`src/rtl/accel_axis_scanner_if.sv`:
```
// Bus between the axis scanner, the SPI reader and the host command handler.
// Signal names follow the reader/host pins they replace.
interface accel_axis_scanner_if;
  logic [15:0] iDATA;
  logic [1:0]  oDIMENSION;
  logic        iSNAP_REQ;
  logic        oSNAP_ACK;
  logic [15:0] oX;
  logic [15:0] oY;
  logic [15:0] oZ;
  logic [2:0]  oFRESH;
  logic [7:0]  oSCAN_CNT;

  modport master (
    input  iDATA,
    input  iSNAP_REQ,
    output oDIMENSION,
    output oSNAP_ACK,
    output oX,
    output oY,
    output oZ,
    output oFRESH,
    output oSCAN_CNT
  );

  modport slave (
    output iDATA,
    output iSNAP_REQ,
    input  oDIMENSION,
    input  oSNAP_ACK,
    input  oX,
    input  oY,
    input  oZ,
    input  oFRESH,
    input  oSCAN_CNT
  );
endinterface

```
`src/rtl/accel_axis_scanner.sv`:
```
// Round-robin X/Y/Z scanner with tear-checked capture and coherent snapshots.
// Define ACCEL_SCAN_AVG_EN for a 4-sample moving average per axis.
module accel_axis_scanner #(
  parameter int SETTLE_CYCLES = 2048
) (
  input logic                  iCLK,
  input logic                  iRSTN,
  accel_axis_scanner_if.master bus
);

  typedef enum logic [1:0] {
    S_SEL,
    S_SETTLE,
    S_CAP0,
    S_CAP1
  } state_e;

  localparam logic [11:0] RELOAD =
    12'(SETTLE_CYCLES - 1);

  state_e      state_q, state_d;
  logic [11:0] cnt_q, cnt_d;
  logic [1:0]  dim_q, dim_d;
  logic [15:0] hold_q, hold_d;
  logic [15:0] live_q [3];
  logic [15:0] live_d [3];
  logic [15:0] x_q, x_d;
  logic [15:0] y_q, y_d;
  logic [15:0] z_q, z_d;
  logic [2:0]  fresh_q, fresh_d;
  logic [7:0]  scan_q, scan_d;
  logic        req_q, req_d;
  logic        snap_q, snap_d;
  logic        ack_q, ack_d;
  logic        wr;

`ifdef ACCEL_SCAN_AVG_EN
  logic signed [17:0] sum_q [3];
  logic signed [17:0] sum_d [3];
  logic [15:0] hist_q [3][4];
  logic [15:0] hist_d [3][4];
`endif

  always_comb begin
    state_d = state_q;
    cnt_d   = cnt_q;
    dim_d   = dim_q;
    hold_d  = hold_q;
    live_d  = live_q;
    x_d     = x_q;
    y_d     = y_q;
    z_d     = z_q;
    fresh_d = fresh_q;
    scan_d  = scan_q;
    wr      = 1'b0;
`ifdef ACCEL_SCAN_AVG_EN
    sum_d   = sum_q;
    hist_d  = hist_q;
`endif
    req_d  = bus.iSNAP_REQ;
    snap_d = bus.iSNAP_REQ & ~req_q;
    ack_d  = snap_q;

    // Snapshot reads pre-write live values
    if (snap_q) begin
      x_d     = live_q[0];
      y_d     = live_q[1];
      z_d     = live_q[2];
      fresh_d = 3'b000;
    end

    unique case (state_q)
      S_SEL: begin
        cnt_d   = RELOAD;
        state_d = S_SETTLE;
      end
      S_SETTLE: begin
        if (cnt_q == 12'd0) begin
          state_d = S_CAP0;
        end else begin
          cnt_d = cnt_q - 12'd1;
        end
      end
      S_CAP0: begin
        hold_d  = bus.iDATA;
        state_d = S_CAP1;
      end
      S_CAP1: begin
        if (bus.iDATA == hold_q) begin
          wr      = 1'b1;
          state_d = S_SEL;
          if (dim_q == 2'd2) begin
            dim_d  = 2'd0;
            scan_d = scan_q + 8'd1;
          end else begin
            dim_d = dim_q + 2'd1;
          end
        end else begin
          // Torn read across the reader's clock domain
          cnt_d   = RELOAD;
          state_d = S_SETTLE;
        end
      end
    endcase

    for (int a = 0; a < 3; a++) begin
      if (wr && dim_q == 2'(a)) begin
        fresh_d[a] = 1'b1;
`ifdef ACCEL_SCAN_AVG_EN
        sum_d[a] = sum_q[a]
                 + 18'(signed'(hold_q))
                 - 18'(signed'(hist_q[a][3]));
        hist_d[a][3] = hist_q[a][2];
        hist_d[a][2] = hist_q[a][1];
        hist_d[a][1] = hist_q[a][0];
        hist_d[a][0] = hold_q;
        live_d[a]    = sum_d[a][17:2];
`else
        live_d[a] = hold_q;
`endif
      end
    end
  end

  always_ff @(posedge iCLK or negedge iRSTN) begin
    if (!iRSTN) begin
      state_q <= S_SEL;
      cnt_q   <= '0;
      dim_q   <= '0;
      hold_q  <= '0;
      x_q     <= '0;
      y_q     <= '0;
      z_q     <= '0;
      fresh_q <= '0;
      scan_q  <= '0;
      req_q   <= 1'b0;
      snap_q  <= 1'b0;
      ack_q   <= 1'b0;
      for (int a = 0; a < 3; a++) begin
        live_q[a] <= '0;
      end
    end else begin
      state_q <= state_d;
      cnt_q   <= cnt_d;
      dim_q   <= dim_d;
      hold_q  <= hold_d;
      x_q     <= x_d;
      y_q     <= y_d;
      z_q     <= z_d;
      fresh_q <= fresh_d;
      scan_q  <= scan_d;
      req_q   <= req_d;
      snap_q  <= snap_d;
      ack_q   <= ack_d;
      live_q  <= live_d;
    end
  end

`ifdef ACCEL_SCAN_AVG_EN
  always_ff @(posedge iCLK or negedge iRSTN) begin
    if (!iRSTN) begin
      for (int a = 0; a < 3; a++) begin
        sum_q[a] <= '0;
        for (int k = 0; k < 4; k++) begin
          hist_q[a][k] <= '0;
        end
      end
    end else begin
      sum_q  <= sum_d;
      hist_q <= hist_d;
    end
  end
`endif

  assign bus.oDIMENSION = dim_q;
  assign bus.oSNAP_ACK  = ack_q;
  assign bus.oX         = x_q;
  assign bus.oY         = y_q;
  assign bus.oZ         = z_q;
  assign bus.oFRESH     = fresh_q;
  assign bus.oSCAN_CNT  = scan_q;

endmodule

```
`src/flat_wrapper.sv`:
```
// flat-port wrapper written by rule: the top's interface ports become plain ports
module accel_axis_scanner_flat 
#(
  parameter int SETTLE_CYCLES = 2048
)
  (iCLK, iRSTN, bus_iDATA, bus_iSNAP_REQ, bus_oDIMENSION, bus_oSNAP_ACK, bus_oX, bus_oY, bus_oZ, bus_oFRESH, bus_oSCAN_CNT);
  accel_axis_scanner_if bus_i ();
  input logic iCLK;
  input logic iRSTN;
  input wire logic [$bits(bus_i.iDATA)-1:0] bus_iDATA;
  input wire logic [$bits(bus_i.iSNAP_REQ)-1:0] bus_iSNAP_REQ;
  output wire logic [$bits(bus_i.oDIMENSION)-1:0] bus_oDIMENSION;
  output wire logic [$bits(bus_i.oSNAP_ACK)-1:0] bus_oSNAP_ACK;
  output wire logic [$bits(bus_i.oX)-1:0] bus_oX;
  output wire logic [$bits(bus_i.oY)-1:0] bus_oY;
  output wire logic [$bits(bus_i.oZ)-1:0] bus_oZ;
  output wire logic [$bits(bus_i.oFRESH)-1:0] bus_oFRESH;
  output wire logic [$bits(bus_i.oSCAN_CNT)-1:0] bus_oSCAN_CNT;
  assign bus_i.iDATA = bus_iDATA;
  assign bus_i.iSNAP_REQ = bus_iSNAP_REQ;
  assign bus_oDIMENSION = bus_i.oDIMENSION;
  assign bus_oSNAP_ACK = bus_i.oSNAP_ACK;
  assign bus_oX = bus_i.oX;
  assign bus_oY = bus_i.oY;
  assign bus_oZ = bus_i.oZ;
  assign bus_oFRESH = bus_i.oFRESH;
  assign bus_oSCAN_CNT = bus_i.oSCAN_CNT;
  accel_axis_scanner #(.SETTLE_CYCLES(SETTLE_CYCLES)) u_core (.iCLK(iCLK), .iRSTN(iRSTN), .bus(bus_i));
endmodule
```
`config.mk`:
```
export PLATFORM = sky130hd
export DESIGN_NAME = accel_axis_scanner_flat
export DESIGN_NICKNAME = d
export VERILOG_FILES = /design/src/rtl/accel_axis_scanner_if.sv /design/src/rtl/accel_axis_scanner.sv /design/src/flat_wrapper.sv
export SDC_FILE = /design/constraint.sdc
export NUM_CORES = 1
export LEC_CHECK = 0
export CORE_ASPECT_RATIO = 1.75
export CORE_MARGIN = 2
export CORE_UTILIZATION = 50
export DETAILED_ROUTE_END_ITERATION = 16
export HOLD_SLACK_MARGIN = 0.15
export PLACE_DENSITY_LB_ADDON = 0.25
export SLEW_MARGIN = 20
export SYNTH_ARGS = -nofsm -noshare
export SYNTH_HDL_FRONTEND = slang
export SYNTH_SLANG_ARGS = --single-unit
```
`constraint.sdc`:
```
create_clock -name iCLK -period 4.5 [get_ports iCLK]
set_input_delay 1.35 -clock iCLK [delete_from_list [all_inputs] [get_ports iCLK]]
set_output_delay 1.35 -clock iCLK [all_outputs]
set_load 0.05 [all_outputs]
```
==> results summary <==
The run finished with clean final reports. VDD sags by at most 0.0002516 V. The part of the power in the clock network came out at 0.509. The switching component of the power is roughly 0.00065 W. Walking the worst path, the cells encountered are clkdlybuf4s50_1 -> xor2_1 -> nor4_1 -> nand4_1 -> or3_1 -> mux2_4. The count of boundary I/O pins is between 80 and 90. On the critical path, the stage with the largest delay is an instance of sky130_fd_sc_hd__or3_1. The final-layout setup total negative slack came out at 0 ns. The HPWL after detailed placement came out at about 9000 µm. The share of total power dissipated in combinational logic is 0.022. The number of vias in the routed layout came out at 3866.

After synthesis, the netlist uses 42 different library cells. The longest individual stage delay on the worst path is 0.79 ns. The pin count of the biggest net entering global routing is 97. Hold is met by between 0.4 and 0.5 ns. The share of the yosys chip area belonging to registers came out at 0.5861. The total overflow reported by the global router came out at 0. The number of hold buffers added after CTS is 0. The detailed router finished its first iteration with 233 violations. After synthesis, the most frequently instantiated cells are sky130_fd_sc_hd__dfrtp_1 (142), sky130_fd_sc_hd__mux2_2 (105), sky130_fd_sc_hd__xor2_1 (18).

The slew at the pin closest to its max-slew limit came out at 0.9670 ns. The data required time of the worst path came out at 4.80 ns. The largest driver fanout on the critical path is 18. In this run, post-CTS repair resized a total of 0 instances. The number of nets still failing antenna checks after routing is 0. The overall die width came out at about 87 µm. STA classifies the critical path startpoint as a primary input.

The count of buffers added by post-CTS timing repair for setup is 0. The area of the die came out at 0.01306 mm². The first global-routing pass estimated 21220 µm of wire. The clock latency at the later pin of the worst-skew pair is around 0.42 ns. The number of warnings issued by yosys is 0. The portion of total power attributed to sequential cells came out at 0.469.

Of the post-synthesis cell area, the dominant cell type holds 0.5861. The worst setup path is captured at a flop. The post-route minimum period came out at 3.650 ns. The buffer levels on the longest clock path came out at 2. The power per standard cell area is 363.1 mW/mm². The count of buffers from port buffering is 80. The synthesized area came out at 0.006063 mm². Compared with the post-synthesis result, the final layout area differs by 24.76%. The async set or reset register ratio after synthesis came out at 1.000. Dividing the synthesized area by the synthesized cell count gives between 10 and 15 µm².

The number of remaining DRC errors came out at 0. The switching share of power is 0.2362. The clock tree root buffer cell is sky130_fd_sc_hd__clkbuf_16. The number of nets in the synthesized netlist is roughly 480. The final clock period utilization by the worst path came out at 0.8111. The H-tree level count came out at 4.

The headroom to the max-slew limit is 0.3553. The ratio of routed vias to standard cells is 5.710. After clock tree synthesis, the clock-pin slew on the worst setup and hold paths is 0.07 ns. The count of flip-flops with a built-in enable after synthesis is 0. The total global-route track usage is 0.2153. Internal power comes to around 0.0021 W. The number of antenna violations at the first check in global routing is 0. The final number of hold-violating endpoints is 0.

The number of maximum-capacitance constraint violations is 0. The fraction of final layout cells sized beyond drive strength 1 is 0.2852. The routed wire length per instance is about 19 µm. The number of max-slew violations in the final report is 0. Setup repair after global routing left no endpoint under its margin. The most used flip-flop cell after synthesis is sky130_fd_sc_hd__dfrtp_1. sky130_fd_sc_hd__dfrtp_1 is the most common cell in the netlist.

The achievable frequency is approximately 270 MHz. The type of the worst setup path is primary input to flop. Counting every sink on the clock net gives 142.

The critical path arrival is 3.95 ns. TritonCTS built the clock tree. The synthesized flop and latch total is 142. The chip height is between 100 and 150 µm. Setup violations remaining at the end of the flow were counted as 0.

Summed over all layers, the routed wires come to 13190 µm. The number of placement rows is 53. The number of clock buffers inserted by TritonCTS is 17.

At the end of the flow, the number of nets in the layout was between 500 and 600. The starting utilization of the core area came out at 0.5080. After layout, the worst setup slack is 0.8502 ns. The first-pass iteration count of the detailed router is 5. The clock skew after layout came out at between 0.01 and 0.015 ns. The static leakage came out at 3.693 nW. The worst slack at placement came out at 0.4958 ns. The final RePlAce weighted congestion came out at 0.7605. The cell count after synthesis came out at approximately 450. The largest total area in the synthesized netlist belongs to sky130_fd_sc_hd__dfrtp_1. In this run the worst hold path is classified as flop to flop. The final antenna diode count is 0. The number of global-route vias before repair is 4049.

The area of the core came out at around 0.012 mm². By area the synthesized netlist is led by sky130_fd_sc_hd__dfrtp_1 (59%), sky130_fd_sc_hd__mux2_2 (20%), sky130_fd_sc_hd__xor2_1 (2.6%), sky130_fd_sc_hd__mux2_4 (2.0%), sky130_fd_sc_hd__ha_1 (1.7%).
path summary, 6_finish.rpt:
check	to	slack (ns)	startpoint	depth (start not counted)
max	u_core.live_q[39]	0.85	bus_iDATA[4]	6
min	u_core.ack_d	0.40	u_core.req_q	1
max reg2reg	u_core.live_q[39]	1.79	u_core.hold_q[6]	5
min reg2reg	u_core.ack_d	0.40	u_core.req_q	1
max in group asynchronous	u_core.ack_d	2.69	iRSTN	2
min in group asynchronous	u_core.bus.oY[2]	1.04	iRSTN	1
routing by layer:
layer	vias to the layer above	GRT usage	routed length (µm)
li1	1768	-	-
met3	18	0.05461	628
met4	0	0.07000	197
met5	-	0	0
met1	1966	0.2512	5005
met2	114	0.3803	7357
state kept, by name (all words and copies together) (netlist names), 3 cells and up:
register	cells
u_core.cnt_q	12
u_core.bus.oSCAN_CNT	8
u_core.bus.oY	16
u_core.bus.oX	16
u_core.hold_q	16
u_core.bus.oZ	16
u_core.live_q	48
u_core.bus.oFRESH	3
worst max-delay path: cells and delay by family:
kind	cells	cell delay [ns]
xor gates and xnor gates	1	0.17
buffers and inverters	1	0.47
muxes	1	0.44
and+or+nand+nor	3	1.50
layout by cell type (no fill, tap or decap), types with 2 or more instances in the layout:
cell                              count
sky130_fd_sc_hd__inv_8                5
sky130_fd_sc_hd__xor2_1              18
sky130_fd_sc_hd__and3_1               6
sky130_fd_sc_hd__nor3_1              16
sky130_fd_sc_hd__xnor2_1              5
sky130_fd_sc_hd__clkdlybuf4s50_1     79
sky130_fd_sc_hd__a21o_1               3
sky130_fd_sc_hd__clkbuf_16           17
sky130_fd_sc_hd__a211oi_1             9
sky130_fd_sc_hd__nand2b_1             4
sky130_fd_sc_hd__ha_1                 8
sky130_fd_sc_hd__nor4b_1              2
sky130_fd_sc_hd__nand2_1              9
sky130_fd_sc_hd__inv_1               14
sky130_fd_sc_hd__dfrtp_1            141
sky130_fd_sc_hd__inv_6                6
sky130_fd_sc_hd__o21ai_0              4
sky130_fd_sc_hd__mux2_4               8
sky130_fd_sc_hd__o32ai_1              2
sky130_fd_sc_hd__nor4_1              12
sky130_fd_sc_hd__or4_1                2
sky130_fd_sc_hd__o211ai_1             2
sky130_fd_sc_hd__mux2_2             105
sky130_fd_sc_hd__a22oi_1              3
sky130_fd_sc_hd__nor2_1              11
sky130_fd_sc_hd__nand4_1              9
sky130_fd_sc_hd__nand3_1             15
sky130_fd_sc_hd__buf_4                4
layout make-up:
| cell class | count | area, µm² |
|---|---|---|
| clock buffers | 17 | 425.4 |
| clock inverters | 15 | 168.9 |
| fillers | 924 | 4372 |
| inverters | 14 | 52.55 |
| multi-input cells | 267 | 2337 |
| flip-flops and latches | 142 | 3557 |
| well taps | 137 | 171.4 |
| repair buffers | 85 | 852.1 |
power groups by stage:
stage	logic, W	registers [W]	clock network [W]
2_1_floorplan	0.0000191	0.00130	0
3_3_place_gp	0.0000626	0.00131	0
3_5_place_dp	0.0000630	0.00131	0
4_1_cts	0.0000634	0.00129	0.00142
5_1_grt	0.0000684	0.00129	0.00148
6_report	0.0000613	0.00129	0.00140
metrics by stage:
stage          power (W)  instances  cell area (µm²)    util
2_1_floorplan   0.001323        449             6063       -
3_3_place_gp    0.001374        645             6968  0.5838
3_5_place_dp    0.001375        645             6970  0.5840
4_1_cts         0.002769        677             7565  0.6338
5_1_grt         0.002832        677             7565  0.6338
6_report        0.002747        677             7565  0.6338
cells by family after synthesis:
kind of cell,after synthesis,share of synthesized area
muxes,114,0.2165
and+or+nand+nor,93,0.08419
xor gates and xnor gates,23,0.03322
AOI/OAI and AO/OA,29,0.03508
adders and majority gates,8,0.01651
buffers and inverters,40,0.02848
DFF,142,0.5861
(Power assumes the default switching activity.)
